[src/rtl/harmonic_scale_pkg.sv]
// Shared definitions for the harmonic amplitude sequencer: the FSM state
// encoding and the saturating subtract used to attenuate the multiplier.
package harmonic_scale_pkg;

  typedef enum logic [1:0] {
    ST_READY = 2'd0,
    ST_MUL   = 2'd1,
    ST_CALC  = 2'd2,
    ST_DONE  = 2'd3
  } state_t;

  // Working width of sat_sub; callers zero-extend into it and truncate back.
  localparam int SUB_BIT = 32;

  // a - b clamped at zero, so the multiplier never wraps around.
  function automatic logic [SUB_BIT-1:0] sat_sub(input logic [SUB_BIT-1:0] a,
                                                 input logic [SUB_BIT-1:0] b);
    return (a >= b) ? (a - b) : '0;
  endfunction

endpackage

[src/rtl/harmonic_comb_ctr.sv]
// Comb counter: counts harmonic steps and flags every (interval+1)-th step
// as muted. An interval of zero disables the comb and parks the counter.
module harmonic_comb_ctr #(
  parameter int COMB_BIT = 8
) (
  input  logic                i_Clock,
  input  logic                i_Reset_n,
  input  logic                i_Step,
  input  logic                i_Clear,
  input  logic [COMB_BIT-1:0] i_Interval,
  output logic                o_Mute
);

  logic [COMB_BIT-1:0] count;

  // Mute decision for the step being evaluated right now.
  assign o_Mute = i_Step && (i_Interval != '0) && (count == i_Interval);

  // Counter advances per step, restarts after a mute, and wraps naturally
  // if the interval was lowered below the current count.
  always_ff @(posedge i_Clock or negedge i_Reset_n) begin
    if (!i_Reset_n) begin
      count <= '0;
    end else if (i_Clear) begin
      count <= '0;
    end else if (i_Step) begin
      if (i_Interval == '0) begin
        count <= '0;
      end else if (count == i_Interval) begin
        count <= '0;
      end else begin
        count <= count + 1'b1;
      end
    end
  end

endmodule

[src/rtl/harmonic_scale_seq.sv]
// Per-harmonic amplitude multiplier generator for the additive oscillator.
// Stepped once per harmonic, restarted every sample frame. Odd/even harmonics
// use separate attenuation steps; a comb can mute every Nth harmonic.
// Optional macro HARM_SCALE_EXP_EN: exponential decay (subtract a fraction of
// the current multiplier) through an extra ST_MUL state; otherwise a linear
// saturating subtract with no multiplier.
module harmonic_scale_seq
  import harmonic_scale_pkg::*;
#(
  parameter int DIV_BIT  = 8,
  parameter int HARM_BIT = 8,
  parameter int COMB_BIT = 8
) (
  input  logic                i_Clock,
  input  logic                i_Reset_n,
  input  logic                i_Restart,
  input  logic                i_Start,
  input  logic [DIV_BIT-1:0]  i_Initial,
  input  logic [DIV_BIT-1:0]  i_Scale_Odd,
  input  logic [DIV_BIT-1:0]  i_Scale_Even,
  input  logic [COMB_BIT-1:0] i_Comb_Interval,
  output logic [DIV_BIT-1:0]  o_Mult,
  output logic [HARM_BIT-1:0] o_Harmonic,
  output logic                o_Comb_Muted,
  output logic                o_Exhausted,
  output logic                o_Mult_Ready
);

  localparam logic [HARM_BIT-1:0] HARM_MAX = '1;

  state_t              state;
  state_t              state_next;
  logic [HARM_BIT-1:0] next_idx;
  logic [DIV_BIT-1:0]  step_sel;
  logic [DIV_BIT-1:0]  sub_amt;
  logic [DIV_BIT-1:0]  mult_next;
  logic                comb_step;
  logic                comb_mute;

  // Odd/even slope is chosen by the index the step will produce.
  assign step_sel = next_idx[0] ? i_Scale_Odd : i_Scale_Even;

`ifdef HARM_SCALE_EXP_EN
  logic [2*DIV_BIT-1:0] prod;
  logic [2*DIV_BIT-1:0] p_wide;
  logic [2*DIV_BIT-1:0] p_q;

  // Fractional attenuation: P = (mult * S) >> DIV_BIT, registered in ST_MUL.
  assign prod    = {{DIV_BIT{1'b0}}, o_Mult} * {{DIV_BIT{1'b0}}, step_sel};
  assign p_wide  = prod >> DIV_BIT;
  // At least 1 is subtracted so the decay always reaches zero.
  assign sub_amt = (p_q == '0) ? DIV_BIT'(1) : p_q[DIV_BIT-1:0];
`else
  // Linear decay: subtract the selected step directly.
  assign sub_amt = step_sel;
`endif

  // New multiplier candidate, clamped at zero.
  assign mult_next = DIV_BIT'(sat_sub(SUB_BIT'(o_Mult), SUB_BIT'(sub_amt)));

  assign o_Exhausted = (o_Mult == '0);

  // The comb is evaluated exactly once per step, in ST_CALC.
  assign comb_step = (state == ST_CALC) && !i_Restart;

  harmonic_comb_ctr #(
    .COMB_BIT (COMB_BIT)
  ) u_comb (
    .i_Clock    (i_Clock),
    .i_Reset_n  (i_Reset_n),
    .i_Step     (comb_step),
    .i_Clear    (i_Restart),
    .i_Interval (i_Comb_Interval),
    .o_Mute     (comb_mute)
  );

  // State register.
  always_ff @(posedge i_Clock or negedge i_Reset_n) begin
    if (!i_Reset_n) begin
      state <= ST_READY;
    end else begin
      state <= state_next;
    end
  end

  // Next-state logic; restart returns to ST_READY from anywhere.
  always_comb begin
    state_next = state;
    if (i_Restart) begin
      state_next = ST_READY;
    end else begin
      case (state)
`ifdef HARM_SCALE_EXP_EN
        ST_READY: if (i_Start) state_next = ST_MUL;
        ST_MUL:   state_next = ST_CALC;
`else
        ST_READY: if (i_Start) state_next = ST_CALC;
        ST_MUL:   state_next = ST_READY;
`endif
        ST_CALC:  state_next = ST_DONE;
        ST_DONE:  state_next = ST_READY;
        default:  state_next = ST_READY;
      endcase
    end
  end

  // Datapath registers: latch the next index, apply the step, raise ready.
  always_ff @(posedge i_Clock or negedge i_Reset_n) begin
    if (!i_Reset_n) begin
      o_Mult       <= '0;
      o_Harmonic   <= '0;
      o_Comb_Muted <= 1'b0;
      o_Mult_Ready <= 1'b1;
      next_idx     <= '0;
`ifdef HARM_SCALE_EXP_EN
      p_q          <= '0;
`endif
    end else if (i_Restart) begin
      o_Mult       <= i_Initial;
      o_Harmonic   <= '0;
      o_Comb_Muted <= 1'b0;
      o_Mult_Ready <= 1'b1;
    end else begin
      case (state)
        ST_READY: begin
          if (i_Start) begin
            o_Mult_Ready <= 1'b0;
            o_Comb_Muted <= 1'b0;
            next_idx     <= (o_Harmonic == HARM_MAX) ? HARM_MAX
                                                     : o_Harmonic + 1'b1;
          end
        end
`ifdef HARM_SCALE_EXP_EN
        ST_MUL: begin
          p_q <= p_wide;
        end
`endif
        ST_CALC: begin
          o_Mult       <= mult_next;
          o_Harmonic   <= next_idx;
          o_Comb_Muted <= comb_mute;
        end
        ST_DONE: begin
          o_Mult_Ready <= 1'b1;
        end
        default: begin
        end
      endcase
    end
  end

endmodule

[config.mk]
export PLATFORM = sky130hd
export DESIGN_NAME = harmonic_scale_seq
export DESIGN_NICKNAME = d
export VERILOG_FILES = /design/src/rtl/harmonic_scale_pkg.sv /design/src/rtl/harmonic_comb_ctr.sv /design/src/rtl/harmonic_scale_seq.sv
export SDC_FILE = /design/constraint.sdc
export NUM_CORES = 1
export LEC_CHECK = 0
export CAP_MARGIN = 15
export CELL_PAD_IN_SITES_DETAIL_PLACEMENT = 1
export CELL_PAD_IN_SITES_GLOBAL_PLACEMENT = 1
export CORE_MARGIN = 3
export CORE_UTILIZATION = 40
export CTS_CLUSTER_SIZE = 10
export DETAILED_ROUTE_END_ITERATION = 12
export PLACE_DENSITY_LB_ADDON = 0.1
export SYNTH_ARGS = -nofsm -noshare
export SYNTH_HDL_FRONTEND = slang
export SYNTH_SLANG_ARGS = --single-unit
[constraint.sdc]
create_clock -name i_Clock -period 7 [get_ports i_Clock]
set_input_delay 1.4 -clock i_Clock [delete_from_list [all_inputs] [get_ports i_Clock]]
set_output_delay 1.4 -clock i_Clock [all_outputs]
set_load 0.05 [all_outputs]
=== Word level (Yosys, flattened, before mapping) ===
Cells that the tools add are included.

* Flip-flop bits (word level): 36
* Bits of input ports: 36
* Output and inout port bits: 19

* Mux-type cells: 19
* Order comparisons: 1
* Bitwise logic cells: 1
* Reductions and logical operators: 16
* Add/sub/neg operators: 3
* Equal/unequal tests: 6

{| class="wikitable"
|+ Operators with widths
! cell !! count
|-
| 2-to-1 mux 8 bit || 11
|-
| adder 8 x 1 -> 8 bit (second input constant) || 2
|-
| logical NOT 8 bit || 2
|-
| equality test 8 bit || 1
|-
| equality test 8 bit (second input constant) || 1
|-
| >= comparator 8 bit || 1
|-
| nonzero test 8 bit || 1
|-
| subtractor 8 bit || 1
|-
| one-hot mux 2 bit (3 select lines) || 1
|-
| nonzero test 3 bit || 2
|-
| equality test 2 bit (second input constant) || 2
|-
| 2-to-1 mux 2 bit || 2
|-
| one-hot mux 1 bit (2 select lines) || 2
|-
| AND reduction 2 bit || 2
|-
| nonzero test 2 bit || 2
|-
| logical AND 1 bit || 3
|-
| 2-to-1 mux 1 bit || 3
|-
| inequality test 3 bit (second input constant) || 1
|-
| AND reduction 3 bit || 1
|-
| equality test 2 x 1 -> 1 bit (second input constant) || 1
|-
| logical NOT 2 bit || 1
|-
| OR reduction 2 bit || 1
|-
| logical NOT 1 bit || 1
|-
| NOT 1 bit || 1
|}

=== Longest topological paths before layout ===
* Depth in word-level cells: 6
* Mapped depth: 9
* Gate-level depth less buffers: 8

=== Modules after synthesis ===
A second synthesis with hierarchy kept.

* Cells, all modules: 217
* Area total of the unflattened synthesis: 2217.1 um^2

{| class="wikitable"
|+ By module, submodules not included
! module !! area an instance (um^2) !! cells an instance !! instances !! seq. area each (um^2)
|-
| harmonic_scale_seq || 1660.3 || 159 || 1 || 701.9
|-
| harmonic_comb_ctr || 556.8 || 58 || 1 || 200.2
|}

=== Worst setup path before layout ===
Ideal clock, no wire load.

* Kind: register to output
* Start point: register o_Mult[1]
* End point: output o_Exhausted
* Buffers on the path: 0
* Data arrival time: 1.825 ns
* Path slack: 3.775 ns
* Cell stages (with the launch flop): 3
* Cell sequence: dfrtp_1 > or4_1 > nor2_1

* Longest elaborated chain between the ends: 1

{| class="wikitable"
|+ RTL lines
! item !! line !! source
|-
| start, declared || harmonic_scale_seq.sv:22 || <nowiki>output logic [DIV_BIT-1:0] o_Mult,</nowiki>
|-
| start signal, assigned || harmonic_scale_seq.sv:119 || <nowiki>o_Mult <= i_Initial;</nowiki>
|-
| start signal, assigned || harmonic_scale_seq.sv:139 || <nowiki>o_Mult <= mult_next;</nowiki>
|-
| logical NOT 8 bit || harmonic_scale_seq.sv:61 || <nowiki>assign o_Exhausted = (o_Mult == '0);</nowiki>
|-
| end, declared || harmonic_scale_seq.sv:25 || <nowiki>output logic o_Exhausted,</nowiki>
|}

Every way passes these cells.

=== Worst setup path after layout ===
* Start point: input i_Restart
* End point: register u_comb.count[6]

* Longest elaborated chain between the ends: 3

{| class="wikitable"
|+ RTL lines
! item !! line !! source
|-
| start, declared || harmonic_scale_seq.sv:16 || <nowiki>input logic i_Restart,</nowiki>
|-
| logical NOT 1 bit || harmonic_scale_seq.sv:64 || <nowiki>assign comb_step = (state == ST_CALC) && !i_Restart;</nowiki>
|-
| logical AND 1 bit || harmonic_scale_seq.sv:64 ||
|-
| nonzero test 2 bit (no source line) || -- ||
|-
| end signal, assigned || harmonic_comb_ctr.sv:32 || <nowiki>count <= count + 1'b1;</nowiki>
|-
| end, declared || harmonic_comb_ctr.sv:14 || <nowiki>logic [COMB_BIT-1:0] count;</nowiki>
|}

Several ways; a longest one is shown, not always the timed one.
A chain may end at the register's enable or synchronous reset.

==> results.md <==
Timing:
- The transition time of the tightest slew-check pin is 0.807 ns.
- The total count of hold-check failures in the final report is 0.
- Derived from the worst setup path, the maximum achievable clock frequency is 0.247 GHz.
- The part of the cycle the worst path needs is 57.9%.
- The smallest clock period supported by the final layout is computed as 4.05 ns.
- The final-report max-slew violation count is 0.
- Clock skew on the completed layout was measured at a little under 0.007 ns.
- Setup violations remaining at the end of the flow were counted as 0.
- The setup TNS is 0 ns.
- The worst-case headroom to the max-slew limit is between 40% and 50%.
- Setup repair after global routing left no endpoint under its margin.

Drt:
- In this run, the number of DRC markers left after iteration 0 of detailed routing was roughly 80.
- The number of optimization iterations in the first detailed-route pass is 4.
- The total number of vias is approximately 2,000.
- After detailed routing, the number of remaining DRC violations is 0.
- The count of nets left with antenna violations once routing finished came out at 0.
- Dividing the detail-routed wire length by the instance count gives around 16 um.
- Summed over all layers, the routed wires come to 5700 um.
- The number of vias per cell is around 5.6.

Die:
- The I/O pin count is 55.
- The vertical extent of the die is 79.6 um.
- The starting utilization of the core area is between 40% and 50%.
- The die is 79.6 um wide.
- The die area is about 6300 um2.
- The number of placement rows is 26.
- The floorplan step defined a core boundary enclosing 5170 um2.

Job:
- The max-capacitance violation count is 0.

CTS:
- After clock tree synthesis, the flow added hold-fix buffers numbering 0.
- The cell chosen for the clock root is clkbuf_8.
- The clock tree from TritonCTS is built.
- Post-CTS timing repair inserted 0 buffers for setup.
- Clock-pin slew was measured on the worst setup and hold paths at roughly 0.07 ns.
- After clock tree synthesis, the repair step resized 0 gates.
- The deepest level of the CTS H-tree is 2.
- The largest buffer count on any clock path is 2.
- The clock reaches the later pin of the worst-skew pair after between 0.2 and 0.3 ns.
- The number of buffers inserted during clock tree synthesis is 5.
- The number of clock sinks is 36.

Synth:
- The post-synthesis instance area is 2170 um2.
- The Yosys warning count is 0.
- The number of cells produced by synthesis is 225.
- The synthesized netlist net count is 273.
- The area share of the largest cell type after synthesis is 40.4%.
- After synthesis, flip-flops and latches occupy around two fifths of the total area.
- A synthesized cell averages just under 10 um2.
- The number of distinct standard cells referenced by the synthesized netlist is 41.
- The biggest area contributor in the post-synthesis netlist is dfrtp_1.
- The register bit count reported by yosys is 36.
- After synthesis, the cell types taking the most area are dfrtp_1, ha_1, xnor2_1, nand2_1, a21oi_1.

Critical path:
- The type of element capturing the critical path is a flop.
- Of all nets on the critical path, the largest fanout is 13.
- The endpoint required time on the critical path is just over 7 ns.
- The worst setup path is of the input port to flop kind.
- The startpoint type of the worst setup path is an input port.
- The critical path arrival is 4.25 ns.

Final layout:
- The area added between synthesis and finish is 33.6%.
- The fraction of layout instances using a drive strength above 1 is 5.65%.
- The most common cell after layout, fill and taps aside is clkdlybuf4s50_1.
- Leaving out fill and tap cells, the most frequent cells in the layout are clkdlybuf4s50_1, dfrtp_1, nand2_1.
- The number of antenna diodes is 0.
- The number of nets in the layout is 330.

Pwr:
- The leakage power is about 1.2 nW.
- The total power is about 0.64 mW.
- VDD sags by at most 0.0000953 V.
- In this run the power density over the cells is 221 nW/um2.

Place:
- The congestion estimate from routability-driven global placement came to around 0.83.
- The estimated wirelength of the detail-placed design is 4330 um.
- The count of input and output buffers is 54.

Global routing:
- The via count of the first global-routing pass is 1,998.
- In the global route stage, overall resource usage came out at 19.0%.
- The wire length of the first global-routing pass is ~9400 um.
- The total congestion overflow after global routing is 0.
- The initial antenna violation count is 0.
- The pin count of the biggest net entering global routing is 37.

Status:
- The run finished with clean final reports.

Hold path:
- The path type of the worst min-delay path is flop to flop.
[worst max-delay path: stages]
cell,delay (ns)
clkdlybuf4s50_1,0.72
nor3b_2,0.77
a21boi_1,0.75
o21ai_0,0.36
o211ai_1,0.25
[per-layer routing]
| metal | part of all wire, % | wire length [um] | track usage (%) | up-vias |
|---|---|---|---|---|
| met4 | 1.6 | 92 | 5.67 | 0 |
| met2 | 49 | 2780 | 32.1 | 60 |
| met5 | 0 | 0 | 0 | - |
| li1 | - | - | - | 943 |
| met3 | 5.3 | 302 | 3.61 | 8 |
| met1 | 44 | 2530 | 24.5 | 964 |
[state kept, by name, indices dropped and copies added (netlist names)]
register,flops
o_Mult_Ready,1
u_comb.count,8
o_Harmonic,8
o_Comb_Muted,1
state,2
next_idx,8
o_Mult,8
[synth_stat cells]
cell type,instances
nand4_1,3
o21bai_1,1
nor2_1,15
a21boi_1,1
nand3b_1,1
o21ai_1,1
a32o_1,1
nor3b_2,1
o21ai_0,12
xnor2_1,15
a22oi_1,8
a21o_1,1
a21oi_1,16
nor4_1,2
o211ai_1,9
ha_1,11
o31ai_1,3
a21boi_0,1
nor4b_4,1
and3b_1,1
fa_1,1
mux2_2,3
dfstp_2,1
buf_4,2
o31a_1,1
o2111ai_1,2
dfrtp_1,35
a22o_1,8
or4_1,2
a211oi_1,1
mux2i_1,7
nand3_1,9
nor3_1,7
clkbuf_1,2
nand2b_1,1
buf_2,2
a311oi_1,1
inv_1,9
xor2_1,2
o21a_1,2
nand2_1,23
[kinds of logic after synthesis]
family                   count (synthesis)  synth area share, %
adder cells (fa/ha/maj)                 12                 7.27
multiplexers                            10                 4.79
buffers and inverters                   15                 3.06
AO/OA/AOI/OAI                           69                 21.3
flip-flops                              36                 41.6
XOR/XNOR                                17                 6.86
AND/OR/NAND/NOR                         66                 15.1
[metrics by stage]
| stage | utilization [%] | cell area [um2] | hold slack, ns | std cells | worst slack [ns] |
|---|---|---|---|---|---|
| 2_1_floorplan | - | 2170 | 0.469 | 225 | 3.78 |
| 3_3_place_gp | 53.7 | 2780 | 0.480 | 344 | 2.81 |
| 3_5_place_dp | 53.7 | 2780 | 0.491 | 344 | 2.69 |
| 4_1_cts | 55.8 | 2880 | 0.508 | 352 | 2.95 |
| 5_1_grt | 56.0 | 2900 | 0.532 | 353 | 2.70 |
| 6_report | 56.0 | 2900 | 0.507 | 353 | 2.95 |
[final cells by class]
type	instances	area, um2
clock inverter	2	35.0
inverter	9	33.8
sequential	36	902
tap	70	87.6
multi-input combinational	174	1200
fill	603	2270
timing repair buffer	56	563
clock buffer	6	72.6
[report_power, final]
group          switching [mW]  internal, mW
Clock                  0.0744         0.106
Sequential             0.0266         0.229
Combinational           0.116        0.0902
Total                   0.217         0.425
[final timing paths]
kind / end / from / depth (start not counted) / slack, ns
worst max-delay path: u_comb.count[6] / i_Restart / 5 / 2.95
worst min-delay path: o_Harmonic[2] / next_idx[2] / 1 / 0.51
worst max register to register: o_Mult[5] / next_idx[0] / 8 / 4.38
worst min register to register: o_Harmonic[2] / next_idx[2] / 1 / 0.51
max in group asynchronous: o_Mult_Ready / i_Reset_n / 2 / 5.12
min in group asynchronous: u_comb.count[0] / i_Reset_n / 2 / 1.53
Note: power is estimated with default switching activity, not from simulation.
